### src/rtl/fetch_queue_if.sv
// Bus between the instruction prefetch queue, the fetch-side TileLink master and decode.
// master = the queue itself, slave = the bus/decode environment around it.
interface fetch_queue_if #(
   parameter int XLEN = 64
);
   logic            req_valid;
   logic            req_ready;
   logic [XLEN-1:0] req_addr;
   logic            rsp_valid;
   logic [31:0]     rsp_data;
   logic            flush;
   logic [XLEN-1:0] flush_pc;
   logic            out_valid;
   logic            out_ready;
   logic [31:0]     out_inst;
   logic [XLEN-1:0] out_pc;
   logic            out_comp;

   modport master (
      output req_valid, req_addr, out_valid, out_inst, out_pc, out_comp,
      input  req_ready, rsp_valid, rsp_data, flush, flush_pc, out_ready
   );

   modport slave (
      input  req_valid, req_addr, out_valid, out_inst, out_pc, out_comp,
      output req_ready, rsp_valid, rsp_data, flush, flush_pc, out_ready
   );
endinterface

### src/rtl/fetch_queue.sv
// Instruction prefetch queue: keeps up to DEPTH words requested or buffered, realigns
// 16/32-bit instructions across word boundaries and hands decode one instruction per cycle.
module fetch_queue #(
   parameter int              XLEN     = 64,
   parameter int              DEPTH    = 4,
   parameter logic [XLEN-1:0] RESET_PC = 64'h8000_0000
) (
   input logic         clk,
   input logic         rst_n,
   fetch_queue_if.master bus
);
   localparam int PW = $clog2(DEPTH);
   localparam int CW = PW + 1;
   localparam int SW = CW + 1;

   logic [31:0]     mem_q [DEPTH];
   logic [CW-1:0]   rdPtr_q, rdPtr_d, wrPtr_q, wrPtr_d;
   logic [CW-1:0]   count_q, count_d;
   logic [CW-1:0]   outstanding_q, outstanding_d;
   logic [CW-1:0]   discard_q, discard_d;
   logic [XLEN-1:0] fetchAddr_q, fetchAddr_d;
   logic [XLEN-1:0] headPc_q, headPc_d;
   logic            headOff_q, headOff_d;
   logic            active_q;

   logic [PW-1:0]   rdIdx, nextIdx;
   logic [31:0]     headWord;
   logic [15:0]     nextHalf, hw0;
   logic            isComp, instReady, outValid;
   logic [31:0]     rawInst;
   logic [SW-1:0]   inFlight;
   logic            reqValid, reqFire, rspFire, rspDrop, push, pop, retire;

   assign rdIdx    = rdPtr_q[PW-1:0];
   assign nextIdx  = rdIdx + PW'(1);
   assign headWord = mem_q[rdIdx];
   assign nextHalf = mem_q[nextIdx][15:0];
   assign hw0      = headOff_q ? headWord[31:16] : headWord[15:0];
   assign isComp   = (hw0[1:0] != 2'b11);

   // A 32-bit instruction starting in the upper half needs the following word too.
   assign instReady = isComp ? (count_q != '0)
                    : (headOff_q ? (count_q >= CW'(2)) : (count_q != '0));
   assign outValid  = instReady && !bus.flush;
   assign rawInst   = isComp ? {16'h0, hw0}
                    : (headOff_q ? {nextHalf, headWord[31:16]} : headWord);

   assign bus.out_valid = outValid;
   assign bus.out_inst  = outValid ? rawInst : 32'h0;
   assign bus.out_comp  = outValid && isComp;
   assign bus.out_pc    = headPc_q;

   // Buffered words plus in-flight requests never exceed DEPTH, so responses always fit.
   assign inFlight      = {1'b0, count_q} + {1'b0, outstanding_q};
   assign reqValid      = active_q && !bus.flush && (inFlight < SW'(DEPTH));
   assign bus.req_valid = reqValid;
   assign bus.req_addr  = fetchAddr_q;

   assign reqFire = reqValid && bus.req_ready;
   assign rspFire = bus.rsp_valid && (outstanding_q != '0);
   assign rspDrop = rspFire && (discard_q != '0);
   assign push    = rspFire && (discard_q == '0) && !bus.flush;
   assign pop     = outValid && bus.out_ready;
   assign retire  = pop && (headOff_q || !isComp);

   // Next-state for pointers, counters and PC tracking; a redirect overrides everything.
   always_comb begin
      rdPtr_d       = rdPtr_q;
      wrPtr_d       = wrPtr_q;
      count_d       = count_q;
      outstanding_d = outstanding_q;
      discard_d     = discard_q;
      fetchAddr_d   = fetchAddr_q;
      headPc_d      = headPc_q;
      headOff_d     = headOff_q;
      if (bus.flush) begin
         rdPtr_d       = wrPtr_q;
         count_d       = '0;
         outstanding_d = outstanding_q - (rspFire ? CW'(1) : CW'(0));
         discard_d     = outstanding_q - (rspFire ? CW'(1) : CW'(0));
         fetchAddr_d   = {bus.flush_pc[XLEN-1:2], 2'b00};
         headPc_d      = bus.flush_pc;
         headOff_d     = bus.flush_pc[1];
      end else begin
         if (push) wrPtr_d = wrPtr_q + CW'(1);
         if (retire) rdPtr_d = rdPtr_q + CW'(1);
         if (push && !retire) count_d = count_q + CW'(1);
         else if (!push && retire) count_d = count_q - CW'(1);
         if (reqFire && !rspFire) outstanding_d = outstanding_q + CW'(1);
         else if (!reqFire && rspFire) outstanding_d = outstanding_q - CW'(1);
         if (rspDrop) discard_d = discard_q - CW'(1);
         if (reqFire) fetchAddr_d = fetchAddr_q + XLEN'(4);
         if (pop) begin
            headPc_d = headPc_q + (isComp ? XLEN'(2) : XLEN'(4));
            if (isComp) headOff_d = !headOff_q;
         end
      end
   end

   always_ff @(posedge clk or negedge rst_n) begin
      if (!rst_n) begin
         rdPtr_q       <= '0;
         wrPtr_q       <= '0;
         count_q       <= '0;
         outstanding_q <= '0;
         discard_q     <= '0;
         fetchAddr_q   <= {RESET_PC[XLEN-1:2], 2'b00};
         headPc_q      <= RESET_PC;
         headOff_q     <= RESET_PC[1];
         active_q      <= 1'b0;
      end else begin
         rdPtr_q       <= rdPtr_d;
         wrPtr_q       <= wrPtr_d;
         count_q       <= count_d;
         outstanding_q <= outstanding_d;
         discard_q     <= discard_d;
         fetchAddr_q   <= fetchAddr_d;
         headPc_q      <= headPc_d;
         headOff_q     <= headOff_d;
         active_q      <= 1'b1;
      end
   end

   // Word storage needs no reset: nothing is visible until count says so.
   always_ff @(posedge clk) begin
      if (push) mem_q[wrPtr_q[PW-1:0]] <= bus.rsp_data;
   end
endmodule

### src/flat_wrapper.sv
// flat-port wrapper written by rule: the top's interface ports become plain ports
module fetch_queue_flat 
#(
   parameter int              XLEN     = 64,
   parameter int              DEPTH    = 4,
   parameter logic [XLEN-1:0] RESET_PC = 64'h8000_0000
)
  (clk, rst_n, bus_req_valid, bus_req_addr, bus_out_valid, bus_out_inst, bus_out_pc, bus_out_comp, bus_req_ready, bus_rsp_valid, bus_rsp_data, bus_flush, bus_flush_pc, bus_out_ready);
  fetch_queue_if #(.XLEN(XLEN)) bus_i ();
  input logic clk;
  input logic rst_n;
  output wire logic [$bits(bus_i.req_valid)-1:0] bus_req_valid;
  output wire logic [$bits(bus_i.req_addr)-1:0] bus_req_addr;
  output wire logic [$bits(bus_i.out_valid)-1:0] bus_out_valid;
  output wire logic [$bits(bus_i.out_inst)-1:0] bus_out_inst;
  output wire logic [$bits(bus_i.out_pc)-1:0] bus_out_pc;
  output wire logic [$bits(bus_i.out_comp)-1:0] bus_out_comp;
  input wire logic [$bits(bus_i.req_ready)-1:0] bus_req_ready;
  input wire logic [$bits(bus_i.rsp_valid)-1:0] bus_rsp_valid;
  input wire logic [$bits(bus_i.rsp_data)-1:0] bus_rsp_data;
  input wire logic [$bits(bus_i.flush)-1:0] bus_flush;
  input wire logic [$bits(bus_i.flush_pc)-1:0] bus_flush_pc;
  input wire logic [$bits(bus_i.out_ready)-1:0] bus_out_ready;
  assign bus_req_valid = bus_i.req_valid;
  assign bus_req_addr = bus_i.req_addr;
  assign bus_out_valid = bus_i.out_valid;
  assign bus_out_inst = bus_i.out_inst;
  assign bus_out_pc = bus_i.out_pc;
  assign bus_out_comp = bus_i.out_comp;
  assign bus_i.req_ready = bus_req_ready;
  assign bus_i.rsp_valid = bus_rsp_valid;
  assign bus_i.rsp_data = bus_rsp_data;
  assign bus_i.flush = bus_flush;
  assign bus_i.flush_pc = bus_flush_pc;
  assign bus_i.out_ready = bus_out_ready;
  fetch_queue #(.XLEN(XLEN), .DEPTH(DEPTH), .RESET_PC(RESET_PC)) u_core (.clk(clk), .rst_n(rst_n), .bus(bus_i));
endmodule
### config.mk
export PLATFORM = sky130hd
export DESIGN_NAME = fetch_queue_flat
export DESIGN_NICKNAME = d
export VERILOG_FILES = /design/src/rtl/fetch_queue_if.sv /design/src/rtl/fetch_queue.sv /design/src/flat_wrapper.sv
export SDC_FILE = /design/constraint.sdc
export NUM_CORES = 1
export LEC_CHECK = 0
export CAP_MARGIN = 20
export CORE_MARGIN = 5
export CORE_UTILIZATION = 30
export DETAILED_ROUTE_END_ITERATION = 7
export GPL_ROUTABILITY_DRIVEN = 0
export PLACE_DENSITY = 0.61
export SETUP_SLACK_MARGIN = 0.2
export SYNTH_ARGS = -nofsm -noshare
export SYNTH_HDL_FRONTEND = slang
export SYNTH_SLANG_ARGS = --single-unit
### constraint.sdc
create_clock -name clk -period 3.5 [get_ports clk]
set_clock_uncertainty 0.05 [all_clocks]
set_input_delay 0.35 -clock clk [delete_from_list [all_inputs] [get_ports clk]]
set_output_delay 0.35 -clock clk [all_outputs]
set_load 0.01 [all_outputs]
* After elaboration in Yosys (flattened, before gate mapping)
Memories as Yosys holds them, arrays and structs flattened.
Index checks and enable logic that the tools add are counted.
W data, S select, Z words.
** Word-level totals
- Input port bits :: 102
- Flip-flop bits (word level) :: 145
- Memory bits (writable) :: 128
- Word-level logic and storage cells :: 89
- Memories :: 1
** Memory list
- u_core.mem_q :: depth 4, width 32, rd ports 2, clocked after memory_dff 0, write ports 1, line fetch_queue.sv:16 : logic [31:0] mem_q [DEPTH];
** Cells by class
- Bitwise logic cells :: 1
- Equal/unequal tests :: 1
- Add/subtract/negate cells :: 12
- Mux-type cells :: 27
- Reductions and logical operators :: 36
- Order comparisons :: 2
** Operators with widths (count)
- $mux W64 :: 4
- $mux W32 :: 3
- $add A64 B3 Y64 const B :: 1
- $add A64 B64 Y64 :: 1
- $mux W3 :: 11
- $mux W16 :: 1
- $logic_and A1 B1 Y1 :: 15
- $reduce_bool A3 Y1 :: 5
- $add A3 B1 Y3 const B :: 4
- $reduce_bool A2 Y1 :: 5
- $sub A3 B1 Y3 const B :: 3
- $mux W1 :: 8
- $logic_not A1 Y1 :: 7
- $add A3 B3 Y4 :: 1
- $lt A4 B3 Y1 const B :: 1
- $reduce_and A2 Y1 :: 2
- $ge A3 B2 Y1 const B :: 1
- $logic_not A3 Y1 :: 1
- $sub A3 B3 Y3 :: 1
- $add A2 B1 Y2 const B :: 1
- $ne A2 B2 Y1 const B :: 1
- $logic_or A1 B1 Y1 :: 1
- $not A1 Y1 :: 1

* Depth between registers and ports, before layout
Gate-level depths: netlist of the first run.
An unclocked memory read counts as a cell.
- Depth in word-level cells :: 11
- Mapped depth :: 13
- Mapped depth without buffers :: 11

* Worst setup path before layout of the first run
No wires, ideal clock.
- Kind :: register -> register
- From :: reg u_core.outstanding_q[2]
- To :: reg u_core.outstanding_q[2]
- Stages on the path, launching flop included :: 14
- Arrival :: 3.185 ns
- Setup time :: 0.079 ns
- Path slack :: 0.186 ns
- Path buffers :: 3
- Clock period less this slack :: 3.314 ns
- Required time :: 3.371 ns
- Path through :: dfrtp_1 ha_1 nor4b_1 and3_1 and2_1 clkbuf_1 clkbuf_1 clkbuf_1 nand2_1 fa_1 nor3_1 a31oi_1 o21ai_0 xor2_1
** On the way
- Cells in the longest elaborated chain, start to end :: 7
** Ends and longest elaborated chain
- start: declaration :: line fetch_queue.sv:19 : logic [CW-1:0] outstanding_q, outstanding_d;
- start signal: assignment :: line fetch_queue.sv:115 : outstanding_q <= outstanding_d;
- $add A3 B3 Y4 * :: line fetch_queue.sv:54 : assign inFlight = {1'b0, count_q} + {1'b0, outstanding_q};
- $lt A4 B3 Y1 * :: line fetch_queue.sv:55 : assign reqValid = active_q && !bus.flush && (inFlight < SW'(DEPTH));
- $logic_and A1 B1 Y1 * :: line fetch_queue.sv:55
- named net bus_req_valid :: line flat_wrapper.sv:12 : output wire logic [$bits(bus_i.req_valid)-1:0] bus_req_valid;
- $logic_and A1 B1 Y1 * :: line fetch_queue.sv:59 : assign reqFire = reqValid && bus.req_ready;
- $logic_and A1 B1 Y1 / $logic_not A1 Y1 (equally long branches) :: line fetch_queue.sv:89, fetch_queue.sv:90
- $mux W3 / $logic_and A1 B1 Y1 (equally long branches) :: line fetch_queue.sv:89, fetch_queue.sv:90
- $mux W3 / $reduce_bool A3 Y1 (equally long branches)
The timed path passes the listed nets; every way through them passes the cells marked *. The select of a mux whose other input is x is not followed.
A chain may end at the register's enable or synchronous reset.

* Worst setup path in the final report of the first run
- From :: reg u_core.rdPtr_q[0]
- To :: out bus_out_comp
** On the way
- Cells in the longest elaborated chain, start to end :: 6
** Ends and longest elaborated chain
- start: declaration :: line fetch_queue.sv:17 : logic [CW-1:0] rdPtr_q, rdPtr_d, wrPtr_q, wrPtr_d;
- start signal: assignment :: line fetch_queue.sv:112 : rdPtr_q <= rdPtr_d;
- $mem_v2 Z4 W32 *
- $mux W16 * :: line fetch_queue.sv:38 : assign hw0 = headOff_q ? headWord[31:16] : headWord[15:0];
- $ne A2 B2 Y1 * :: line fetch_queue.sv:39 : assign isComp = (hw0[1:0] != 2'b11);
- $mux W1 :: line fetch_queue.sv:42 : assign instReady = isComp ? (count_q != '0)
- $logic_and A1 B1 Y1 :: line fetch_queue.sv:44 : assign outValid = instReady && !bus.flush;
- $logic_and A1 B1 Y1 * :: line fetch_queue.sv:50 : assign bus.out_comp = outValid && isComp;
- end: declaration :: line flat_wrapper.sv:17 : output wire logic [$bits(bus_i.out_comp)-1:0] bus_out_comp;
Mark *: on every way between the ends. The rest lies on a longest branch, timed or not.

==> implementation parameters, run 1 <==
Parameter                              Value

Run status
  Outcome    completed

Power and ir drop
  Pwr per Cell Area    ~570 mW/mm^2
  Leakage power summed over all cells    6.96 nW
  IR drop worst, VDD    between 0.3 and 0.4 mV

Synth
  Ranking of synthesized cells by area    edfxtp_1, dfrtp_1, mux4_2
  FF+latch count, synth    269
  Cell taking the most area after synthesis    edfxtp_1
  Cell with the most instances after synthesis    nand2_1
  Synthesis warning total    0
  Top-area cell type share of the netlist area    0.276
  Post-synthesis async set-or-reset flop share    0.524
  Primary FF master, synth    dfrtp_1
  Synthesized area per cell    approximately 11 um^2
  Number of instances in the synthesized netlist    approximately 1300
  Sequential-to-total area share from yosys stat    0.529
  Number of flops mapped to enable cells by yosys    128
  Area of the mapped netlist    roughly 0.014 mm^2
  Most common library cells after synthesis    nand2_1, dfrtp_1, edfxtp_1, nand3_1, o21ai_0
  Netlist cell types    a little under 70

Detailed routing
  Post-detailed-route DRC marker count    0
  Detail-routed via count per cell    between 5 and 6
  Total Routed Length    approximately 47000 um
  Detailed-router iteration count before antenna repair    5
  Average wire length per cell after detail routing    21.9 um
  Total number of vias    11600
  ANT nets after route    0
  Violation count after the first detailed-routing iteration    approximately 1200

CTS
  Clk Tree Root Cell    clkbuf_16
  Clock transition at path regs    ~0.060 ns
  CTS tree    done
  TritonCTS sink count    about 270
  Maximum clock insertion buffer count    3
  H-tree depth    1
  Clock Latency Late Sink    roughly 0.57 ns
  Number of buffers created by CTS    31

Die
  Die boundary width    ~230 um
  Number of placement rows    about 80
  Core Region    around 0.046 mm^2
  Count of boundary I/O pins    approximately 270
  Initial core utilization    0.301
  Die Ht    around 230 um
  Die area    0.0509 mm^2

Global routing
  Final global-route overflow total    0
  Global-route wire length before repair    approximately 70000 um
  Pin count of the biggest net entering global routing    between 80 and 90
  Number of antenna violations at the first check in global routing    3
  Total GRT Usage    0.178
  Via count of the first global-routing pass    around 12000

STA
  Min Clock Period, post-route    roughly 3.3 ns
  Highest achievable clock rate    between 300 and 400 MHz
  Tcrit/Tclk final    0.931
  Hold Vio Cnt, Final    0
  Max_slew headroom    0.372
  Number of pins with negative max-slew slack in the final report    0
  Endpoints failing setup    0
  Transition time at the pin with the least slew margin    approximately 0.94 ns
  Total Neg Setup Slack    0 ns
  RSZ-0062 raised after global routing    true

Placed design
  DP Cell Count    2087
  Number of port buffers    about 260
  Half-perimeter wire length after placement    33100 um

Critical path
  Max FO, Critical Path    8
  Startpoint of the worst register-to-register path    u_core.rdPtr_q[0]
  Critical Path Most Common Cell    buf_4
  CP Class    reg2out
  CP startpoint    u_core.rdPtr_q[0]
  Kind of launch point of the worst setup path    register
  Data required, critical path    between 3 and 4 ns
  Standard cell with the maximum stage delay on the critical path    mux4_2
  Arrival time worst endpoint    about 2.9 ns
  Worst Setup End Kind    output pin
  Chain of cells forming the critical path    buf_6 > mux4_2 > nand2_4 > a2bb2oi_4 > buf_4 > buf_4 > buf_4 > and3_1 > dlygate4sd2_1
  Maximum cell stage delay along the critical path    0.56 ns

Finish
  Fillers    around 4500
  Ratio of cells with drive above 1 in the final layout    0.144
  Total Nets Final    approximately 1700
  Filler-free cell count of the finished design    approximately 2200
  Area grow syn2layout    33.7%

Hold path
  Hold_sp    bus_flush
  Path category of the worst min-delay check    in2reg

Job
  Max-cap violations    0
[layout by cell type (no fill, tap or decap), drive strengths merged, types with 17 or more instances in the layout]
cell type	instances
nor4	39
nor2	46
clkbuf	54
mux2	17
nand4	25
dlygate4sd2	17
nand3	71
edfxtp	128
inv	31
mux4	47
a21oi	50
and3	33
clkdlybuf4s50	228
buf	58
o211ai	22
o21ai	85
nand2	206
nor3	28
dfrtp	139
o311ai	21
xnor2	59
xor2	21
[what timing repair did]
action                                  CTS  global route
endpoints found under the hold margin    72             0
cloned                                    1             2
endpoints found under the setup margin   40            53
pin swaps                                 3            11
hold buffers                              1             0
resized for setup                        46            41
buffers inserted                         15             7
[worst max-delay path: cells and delay by family (launching register included)]
kind                   cells  cell delay, ns
AND/OR/NAND/NOR            2            0.31
AO/OA/AOI/OAI              1            0.25
flip-flops                 1            0.39
buffers and inverters      5            0.79
multiplexers               1            0.56
[worst paths after layout]
kind / endpoint / slack [ns] / depth (start not counted)
max: bus_out_comp / 0.24 / 9
min: u_core.bus.out_pc[1] / 0.16 / 3
max reg2reg: u_core.bus.out_pc[45] / 0.26 / 13
min reg2reg: u_core.bus.out_pc[0] / 0.46 / 1
max in group asynchronous: u_core.bus.req_addr[11] / 2.21 / 3
min in group asynchronous: u_core.bus.req_addr[61] / 0.34 / 2
[registers in the layout (all words and copies together) (netlist names)]
| signal | flops |
|---|---|
| u_core.headOff_q | 1 |
| u_core.rdPtr_q | 2 |
| u_core.outstanding_q | 3 |
| u_core.mem_q | 128 |
| u_core.wrPtr_q | 2 |
| u_core.bus.out_pc | 64 |
| u_core.discard_q | 3 |
| u_core.bus.req_addr | 62 |
| u_core.active_q | 1 |
| u_core.count_q | 3 |
[metrics by stage]
stage | worst slack, ns | cell area [um^2] | utilization | total power, mW | hold WS [ns]
finish | 0.243 | 18600 | 0.403 | 10.6 | 0.157
global route | 0.119 | 18600 | 0.403 | 11.1 | 0.182
CTS | 0.108 | 18400 | 0.399 | 10.6 | 0.135
detailed placement | 0.131 | 17300 | 0.374 | 7.34 | 0.405
global placement | 0.224 | 17300 | 0.374 | 7.29 | 0.404
floorplan | 0.264 | 13900 | - | 5.93 | 0.00441
[cells by family (layout without fill, tap and decap cells)]
| kind of cell | Yosys count | in the layout | synth area share |
|---|---|---|---|
| AO/OA/AOI/OAI | 216 | 216 | 0.0954 |
| XOR/XNOR | 80 | 80 | 0.0502 |
| adder cells (fa/ha/maj) | 16 | 16 | 0.0153 |
| buffers and inverters | 104 | 406 | 0.0306 |
| flip-flops | 269 | 269 | 0.529 |
| multiplexers | 71 | 71 | 0.0947 |
| other | 2 | 4 | 0.000539 |
| AND/OR/NAND/NOR | 497 | 498 | 0.184 |
[report_power, final]
group,internal (mW),switching [mW]
Combinational,1.69,1.85
Sequential,3.63,0.380
Clock,1.75,1.28
[routing by layer]
metal  share of wire  GRT usage  routed length, um  vias to the layer above
met5         0.00057          0                 27                        -
met4           0.023     0.0371               1080                        4
met3           0.091     0.0489               4310                       68
met2            0.47      0.293              22500                      510
li1                -          -                  -                     5228
met1            0.41      0.237              19500                     5821
[area by class of cell]
type                    count  area [um^2]  share of cell area
flip-flops and latches    269         7380               0.396
repair buffers            321         3150               0.169
multi-input cells         884         6320               0.339
clock buffers              44          855              0.0458
well taps                 607          759              0.0407
inverters                  32          120             0.00644
clock inverters             9         66.3             0.00356
diodes                      1         2.50            0.000134
(Power assumes the default switching activity.)
==> run 2: changes to the inputs <==
CORE_ASPECT_RATIO = 1.25   (was default)
==> implementation parameters, run 2 (synthesis gave the netlist of run 1 again) <==
Parameter                              Value

STA
  Highest achievable clock rate    297 MHz (-3.4%)
  Hold Vio Cnt, Final    0 (unchanged)
  Max_slew headroom    0.485 (+0.114)
  RSZ-0062 raised after global routing    true
  Total Neg Setup Slack    0 ns (unchanged)
  Min Clock Period, post-route    3.37 ns (+0.113 ns)
  Number of pins with negative max-slew slack in the final report    0 (unchanged)
  Endpoints failing setup    0 (unchanged)
  Final setup margin    0.129 ns (-0.113 ns)
  Transition time at the pin with the least slew margin    0.766 ns (-0.177 ns)
  Tcrit/Tclk final    0.963 (+0.0323)

Power and ir drop
  Leakage power summed over all cells    6.97 nW (+0.21%)
  IR drop worst, VDD    0.473 mV (+38%)
  Pwr per Cell Area    570 mW/mm^2 (+0.37%)
  Post-route total power    10.7 mW (+1.0%)

Global routing
  Pin count of the biggest net entering global routing    124 (+49%)
  Number of antenna violations at the first check in global routing    2 (-1)
  Final global-route overflow total    0 (unchanged)
  Global-route wire length before repair    71100 um (-0.41%)
  Total GRT Usage    0.176 (-0.00154)
  Via count of the first global-routing pass    11600 (-0.060%)

Die
  Count of boundary I/O pins    265 (unchanged)
  Die Ht    251 um (+11%)
  Die area    0.0509 mm^2 (about the same)
  Initial core utilization    0.302 (+0.000818)
  Number of placement rows    88 (+11%)
  Core Region    0.0461 mm^2 (-0.27%)
  Die boundary width    203 um (-10%)

Critical path
  Bufs and invs on worst path    2 (-3)
  Data required, critical path    3.90 ns (+0.80 ns)
  Depth of the worst register-to-register path    13 (unchanged)
  Number of stages on the worst setup path    13 (+4)
  CP delay by family, top    multiplexers
  Standard cell with the maximum stage delay on the critical path    mux4_2
  Worst Setup End Kind    register
  Startpoint of the worst register-to-register path    u_core.rdPtr_q[0]
  CP startpoint    u_core.rdPtr_q[0]
  Max FO, Critical Path    14 (+6)
  Chain of cells forming the critical path    buf_6 > mux4_2 > nand2_4 > a2bb2oi_4 > ha_4 > ha_2 > a41o_1 > a31oi_2 > a211o_1 > buf_12 > nor4_2 > xor2_1 > mux2_2
  Maximum cell stage delay along the critical path    0.55 ns (about the same)
  Arrival time worst endpoint    3.77 ns (+0.91 ns)
  CP Class    reg2reg
  Kind of launch point of the worst setup path    register

Detailed routing
  Total number of vias    11600 (-0.16%)
  Detailed-router iteration count before antenna repair    6 (+1)
  Detail-routed via count per cell    5.40 (+0.58%)
  Average wire length per cell after detail routing    21.8 um (-0.45%)
  ANT nets after route    0 (unchanged)
  Total Routed Length    46900 um (-1.2%)
  Violation count after the first detailed-routing iteration    892 (-24%)
  Post-detailed-route DRC marker count    0 (unchanged)

Finish
  Filler-free cell count of the finished design    2151 (-0.74%)
  Commonest cells after routing, fill and taps aside    clkdlybuf4s50_1, nand2_1, dfrtp_1
  Ratio of cells with drive above 1 in the final layout    0.162 (+0.0175)
  Total Nets Final    1658 (+0.12%)
  Fin util    0.407 (+0.00367)
  Commonest non-fill, non-tap cell in the layout    clkdlybuf4s50_1
  Area grow syn2layout    34.6%
  Flip-flop count of the largest register, all copies and words added    128 (unchanged)

Placed design
  DP Cell Count    2066 (-1.0%)
  Number of port buffers    262 (unchanged)
  Worst-case setup slack after placement    0.0599 ns (-0.0712 ns)
  Half-perimeter wire length after placement    32900 um (-0.58%)

CTS
  CTS tree    done
  Clock transition at path regs    0.06 ns (about the same)
  Clk Tree Root Cell    clkbuf_16
  Number of buffers created by CTS    30 (-3.2%)
  H-tree depth    1 (unchanged)
  TritonCTS sink count    269 (unchanged)
  Maximum clock insertion buffer count    3 (unchanged)
  Clock Latency Late Sink    0.59 ns (+0.02 ns)

Hold path
  Path category of the worst min-delay check    in2reg
  Number of stages on the worst hold path    5 (+2)
  Hold_sp    bus_flush

Run status
  Outcome    completed

Job
  Max-cap violations    0 (unchanged)
==> run 2: changes by cell type in the layout (fill, tap and decap cells not counted), moves of 3 or more <==
cell | before | now
nor2_2 | 0 | 3
a21oi_1 | 48 | 34
buf_4 | 47 | 52
nor2_1 | 46 | 43
a21oi_2 | 2 | 12
clkbuf_2 | 8 | 5
clkbuf_1 | 10 | 6
clkbuf_16 | 33 | 30
buf_2 | 0 | 3
a21oi_4 | 0 | 4
==> run 2: cell type report <==
cell class                 instances  area [um^2]
multi-input combinational        884         6420
tap                              585          732
clock inverter                    15          153
antenna                            3         7.51
fill                            4367        27400
clock buffer                      39          815
inverter                          32          120
timing repair buffer             324         3130
sequential                       269         7380
==> run 2: worst register-to-register path, cell delays in order, from the launching register on <==
cell and delay (ns):
dfrtp_2 0.41, buf_6 0.13, mux4_2 0.55, nand2_4 0.12
a2bb2oi_4 0.27, ha_4 0.19, ha_2 0.16, a41o_1 0.11
a31oi_2 0.06, a211o_1 0.34, buf_12 0.17, nor4_2 0.29
xor2_1 0.10, mux2_2 0.27
==> run 2: where the power goes <==
part           leakage, nW  switching [mW]  internal, mW  total (mW)
logic                 3.67            1.89          1.69        3.57
registers             2.84           0.377          3.63        4.01
clock network        0.466            1.32          1.79        3.11
==> run 2: per-layer routing <==
metal	global-route usage	share of wire	vias to the layer above
met3	0.0364	0.079	92
met2	0.303	0.49	488
li1	-	-	5240
met5	0	0.00028	-
met1	0.221	0.39	5790
met4	0.0623	0.038	2
==> run 2: final timing paths <==
| check | slack [ns] | to |
|---|---|---|
| worst max-delay path | 0.13 | u_core.bus.out_pc[19] |
| worst min-delay path | 0.26 | u_core.bus.out_pc[31] |
| worst max register to register | 0.13 | u_core.bus.out_pc[19] |
| worst min register to register | 0.47 | u_core.bus.out_pc[0] |
| max in group asynchronous | 2.15 | u_core.bus.req_addr[31] |
| min in group asynchronous | 0.29 | u_core.bus.req_addr[5] |
==> run 2: repair_timing <==
item | in CTS | in global routing
gates resized for setup | 71 | 49
setup endpoints to repair | 54 | 73
hold buffers | 1 | 0
cloned | 1 | 0
hold endpoints to repair | 67 | 0
buffers inserted | 14 | 12
pin swaps | 3 | 13
==> run 2: per-stage QoR <==
stage / hold slack (ns) / cell area (um^2)
final: 0.255 / 18800
after global routing: 0.256 / 18800
after CTS: 0.213 / 18500
after detailed placement: 0.369 / 17300
after global placement: 0.368 / 17300
after floorplan: 0.00441 / 13900
